[config.mk]
export PLATFORM = sky130hd
export DESIGN_NAME = debounce_bank
export DESIGN_NICKNAME = d
export VERILOG_FILES = /design/src/rtl/debounce_bank.sv
export SDC_FILE = /design/constraint.sdc
export NUM_CORES = 1
export LEC_CHECK = 0
export ABC_AREA = 0
export CORE_MARGIN = 10
export CORE_UTILIZATION = 53
export CTS_CLUSTER_DIAMETER = 60
export DETAILED_ROUTE_END_ITERATION = 10
export HOLD_SLACK_MARGIN = 0.15
export MAX_ROUTING_LAYER = met4
export PLACE_DENSITY_LB_ADDON = 0.25
export SYNTH_ARGS = -nofsm -noshare
export SYNTH_HDL_FRONTEND = slang
export SYNTH_SLANG_ARGS = --single-unit
[constraint.sdc]
create_clock -name clk -period 1.3 [get_ports clk]
set_input_delay 0.26 -clock clk [delete_from_list [all_inputs] [get_ports clk]]
set_output_delay 0.26 -clock clk [all_outputs]
set_load 0.03 [all_outputs]
[src/rtl/debounce_bank.sv]
// Multi-channel debouncer: two-flop synchroniser, saturating stability counter,
// debounced level with press/release strobes and an auto-repeat strobe per channel.
module debounce_bank #(
    parameter int   WIDTH      = 4,
    parameter int   N          = 13,
    parameter int   RPT_W      = 8,
    parameter logic IDLE_LEVEL = 1'b0
) (
    input  logic             clk,
    input  logic             n_reset,
    input  logic [WIDTH-1:0] btn_in,
    input  logic             rpt_en,
    output logic [WIDTH-1:0] db_out,
    output logic [WIDTH-1:0] rise,
    output logic [WIDTH-1:0] fall,
    output logic [WIDTH-1:0] rpt,
    output logic             any_event
);

    localparam logic [N-1:0]     CNT_ONE = {{(N-1){1'b0}}, 1'b1};
    localparam logic [RPT_W-1:0] RC_ONE  = {{(RPT_W-1){1'b0}}, 1'b1};

    logic [WIDTH-1:0] s1_r;
    logic [WIDTH-1:0] s2_r;
    logic [N-1:0]     cnt_r     [WIDTH];
    logic [N-1:0]     cnt_nx_s  [WIDTH];
    logic [RPT_W-1:0] rc_r      [WIDTH];
    logic [RPT_W-1:0] rc_nx_s   [WIDTH];
    logic [WIDTH-1:0] commit_s;
    logic [WIDTH-1:0] db_nx_s;
    logic [WIDTH-1:0] rise_nx_s;
    logic [WIDTH-1:0] fall_nx_s;
    logic [WIDTH-1:0] rpt_nx_s;

    // Per-channel next-state: counter MSB is the "stable long enough" commit flag.
    always_comb begin
        commit_s  = {WIDTH{1'b0}};
        db_nx_s   = db_out;
        rise_nx_s = {WIDTH{1'b0}};
        fall_nx_s = {WIDTH{1'b0}};
        rpt_nx_s  = {WIDTH{1'b0}};
        for (int i = 0; i < WIDTH; i++) begin
            cnt_nx_s[i] = cnt_r[i];
            rc_nx_s[i]  = rc_r[i];

            commit_s[i] = cnt_r[i][N-1];

            if (s1_r[i] != s2_r[i]) begin
                cnt_nx_s[i] = {N{1'b0}};
            end else if (!commit_s[i]) begin
                cnt_nx_s[i] = cnt_r[i] + CNT_ONE;
            end else begin
                cnt_nx_s[i] = cnt_r[i];
            end

            if (commit_s[i]) begin
                db_nx_s[i] = s2_r[i];
            end else begin
                db_nx_s[i] = db_out[i];
            end

            rise_nx_s[i] = commit_s[i] & s2_r[i] & ~db_out[i];
            fall_nx_s[i] = commit_s[i] & ~s2_r[i] & db_out[i];

            // Repeat period restarts at every accepted press and whenever idle or disabled.
            if (rise_nx_s[i]) begin
                rc_nx_s[i] = {RPT_W{1'b0}};
            end else if (!db_out[i] || !rpt_en) begin
                rc_nx_s[i] = {RPT_W{1'b0}};
            end else begin
                rc_nx_s[i] = rc_r[i] + RC_ONE;
            end

            rpt_nx_s[i] = rpt_en & db_out[i] & (&rc_r[i]) & ~(commit_s[i] & ~s2_r[i]);
        end
    end

    // State and registered outputs, synchronous active-low reset.
    always_ff @(posedge clk) begin
        if (!n_reset) begin
            s1_r   <= {WIDTH{IDLE_LEVEL}};
            s2_r   <= {WIDTH{IDLE_LEVEL}};
            db_out <= {WIDTH{IDLE_LEVEL}};
            rise   <= {WIDTH{1'b0}};
            fall   <= {WIDTH{1'b0}};
            rpt    <= {WIDTH{1'b0}};
            for (int i = 0; i < WIDTH; i++) begin
                cnt_r[i] <= {N{1'b0}};
                rc_r[i]  <= {RPT_W{1'b0}};
            end
        end else begin
            s1_r   <= btn_in;
            s2_r   <= s1_r;
            db_out <= db_nx_s;
            rise   <= rise_nx_s;
            fall   <= fall_nx_s;
            rpt    <= rpt_nx_s;
            for (int i = 0; i < WIDTH; i++) begin
                cnt_r[i] <= cnt_nx_s[i];
                rc_r[i]  <= rc_nx_s[i];
            end
        end
    end

    assign any_event = (|rise) | (|fall);

endmodule

==> impl_metrics.toml <==
[run_status]
status = "complete, but fails checks"
violations = "setup timing"

[power_and_ir_drop]
p_leak_nw = 2.22
p_comb_share_pct = 5.0
switchingPower_mw = 1.26
clock_power_share_pct = 37.0
irDropWorstVdd_uv = 719
internal-power_mw = 4.57
seqPwrFrac_pct = 58.0
sw_frac_of_total_pct = 21.6
p_per_area_nw_per_um2 = 967

[final_layout]
final_cells = 684
seqCellArea_um2 = 2260
multiInputGateArea_um2 = 2430
area_growth_pct = 36.9
layout.nets = 590
fill_cells = 555
drive_gt1_share_pct = 38.7
n_antenna_cell = 0

[timing]
finalMaxSlewViolations = 0
slew_headroom_pct = 77.9
hold_slack_ns = 0.444
hold_viol_final = 0
worstMarginPinSlew_ns = 0.329
finalCritPeriodShare_pct = 113
fin_crit_ns = 1.47
setup_viol = 9
rsz0062_at_grt = "yes"
clock_skew_ns = 0.0138
fin_ws_ns = -0.168
max_clock_freq_ghz = 0.681

[critical_path]
reg2reg_to = "cnt_r[3][10]"
r2r-start = "cnt_r[3][0]"
rr_worst_depth = 4
cp.arrival_ns = 1.21
cp_slowest_cell = "dfxtp_2"
worstSetupEndpoint = "any_event"
worstPathCellList = "nor4_4, nand2_1, buf_6"
worstSetupStartpoint = "rise[3]"
endpoint_kind = "output pin"
worstSetupStartpointType = "register"
worstSetupPathType = "reg2out"
critPathMaxStageDelay_ns = 0.35
worstPathMaxFanout = 2
ff2ff_setup_slack_ns = -0.08
required_ns = 1.04

[run]
max_cap_violations = 0

[drt]
drc = 0
drt-vias-per-instance = 5.48
routed_wl_um = 9730
wl_per_cell_um = 14.2
drtPass1Iterations = 4
ant_nets = 0
dr.first_iter.drc_count = 151
vias = 3749

[clocking]
clk_latency_ns = 0.37
cts_tree = "done"
htree_levels = 3
cts_sinks = 108
cts.path.max_buffers = 2
clock-root-buffer = "clkbuf_8"
postCtsHoldBufs = 0
clk_pin_slew_ns = 0.10
numCtsBuffers = 9

[synthesis]
synth_top_area_share_pct = 49.1
ys.flop_type = "dfxtp_1"
synth-warning-count = 0
syn-instance-count = 468
synth_mux_area_share_pct = 2.73
synth_area_per_cell_um2 = 9.42
synth.largest_area_cell = "dfxtp_1"
syn_area_um2 = 4410
synth_xor_area_share_pct = 6.16
synth_edf_count = 0
yosysSeqAreaShare_pct = 49.1
synth_top_family_by_area = "simple AND/OR/NAND/NOR gates"
synthArstFlopShare_pct = 0
synth_commonest_cells = "dfxtp_1 (108), a21oi_1 (41), nor2_1 (37)"
synth_compound_area_share_pct = 10.3
synthMostInstantiatedCell = "dfxtp_1"
yosys.area_share.simple_pct = 26.7
synthAdderAreaFrac_pct = 2.27
syn-num-nets = 483
ys_seq_elements = 108
synth_cell_types = 29
synth_area_leaders = "dfxtp_1 (49%), a21oi_1 (4.7%), nand3_1 (3.6%)"

[die]
dieArea_um2 = 12400
initial_core_util_pct = 54.2
pin_count = 24
fp-row-count = 33
die_x_um = 111
die_y_um = 111
core_area_um2 = 8130

[global_route]
track_usage_pct = 15.1
grt_pass1_vias = 3679
overflow = 0
antenna_found_initial = 0
grt_max_degree = 23
grt_pass1_wl_um = 16000

[placement]
dp_hpwl_um = 6420
routabilityCongestion = 0.797
place_inst = 646
io_buffers = 23

[hold_path]
hold_class = "reg2reg"
-- how the worst min path moves through the flow --
stage / startpoint / depth (start not counted) / end / slack, ns
2_1_floorplan: btn_in[0] / 1 / s1_r[0] / 0.39
3_3_place_gp: rc_r[0][0] / 1 / rc_r[0][0] / 0.43
3_5_place_dp: rc_r[0][0] / 1 / rc_r[0][0] / 0.44
4_1_cts: rc_r[0][0] / 1 / rc_r[0][0] / 0.45
5_1_grt: rc_r[1][0] / 1 / rc_r[1][0] / 0.47
6_report: rc_r[1][0] / 1 / rc_r[1][0] / 0.44
-- sequential cells by signal (all words and copies together), names as in the netlist --
| name | cells |
|---|---|
| cnt_r | 52 |
| db_out | 4 |
| fall | 4 |
| rc_r | 32 |
| rise | 4 |
| rpt | 4 |
| s1_r | 4 |
| s2_r | 4 |
-- routing by layer --
layer	wire (um)	global-route usage, %
met5	0	-
met3	277	4.06
met2	4980	25.6
met1	4280	17.0
met4	187	4.46
-- cell usage in the layout (no fill, tap or decap), types with 12 or more instances in the layout --
cell type and count:
a21oi_1 27, a21oi_2 14, buf_4 85, buf_6 12, dfxtp_1 57, dfxtp_2 37
dfxtp_4 14, inv_1 14, mux2i_1 12, nand2_1 29, nand3_1 27, nor2_1 37
o21ai_0 20, o31ai_1 13, or3_1 16, or4_1 12, xnor2_1 14, xor2_1 17
-- power groups by stage --
stage / registers, mW / logic [mW] / clock network [mW]
global placement: 3.47 / 0.250 / 0
finish: 3.38 / 0.293 / 2.16
floorplan: 3.47 / 0.124 / 0
detailed placement: 3.47 / 0.259 / 0
global route: 3.39 / 0.323 / 2.33
CTS: 3.40 / 0.276 / 2.20
-- cell type report --
class | count | share of cell area (%)
sequential | 108 | 37.5
clock buffer | 11 | 2.18
timing repair buffer | 111 | 15.8
multi-input combinational | 331 | 40.2
tap | 105 | 2.18
clock inverter | 4 | 1.24
inverter | 14 | 0.871
-- cells by family after synthesis --
family / Yosys count
buf+inv: 29
compound gates: 81
fa+ha+maj: 8
mux: 12
xor+xnor: 31
simple gates: 199
flops: 108
-- what timing repair did --
| item | in CTS | in global routing |
|---|---|---|
| cloned | 0 | 0 |
| buffers inserted | 10 | 13 |
| gates resized for setup | 61 | 83 |
| setup endpoints to repair | 28 | 44 |
| pin swaps | 14 | 25 |
-- stage by stage --
stage	instance area [um^2]	setup slack (ns)	total power, mW	setup TNS, ns	utilization [%]
finish	6030	-0.168	5.83	-0.461	74.1
global route	6030	-0.231	6.04	-1.65	74.1
CTS	5670	-0.166	5.87	-0.403	69.7
detailed placement	5240	-0.235	3.73	-9.25	64.4
global placement	5240	-0.251	3.72	-7.78	64.4
floorplan	4440	-0.0187	3.59	-0.0187	-
-- worst max-delay path, delay by kind of cell (launching register included) --
kind	cells	cell delay [ns]
AND/OR/NAND/NOR	2	0.35
flip-flops	1	0.35
buffers and inverters	1	0.15
No activity file was read; power rests on OpenSTA's default activity.
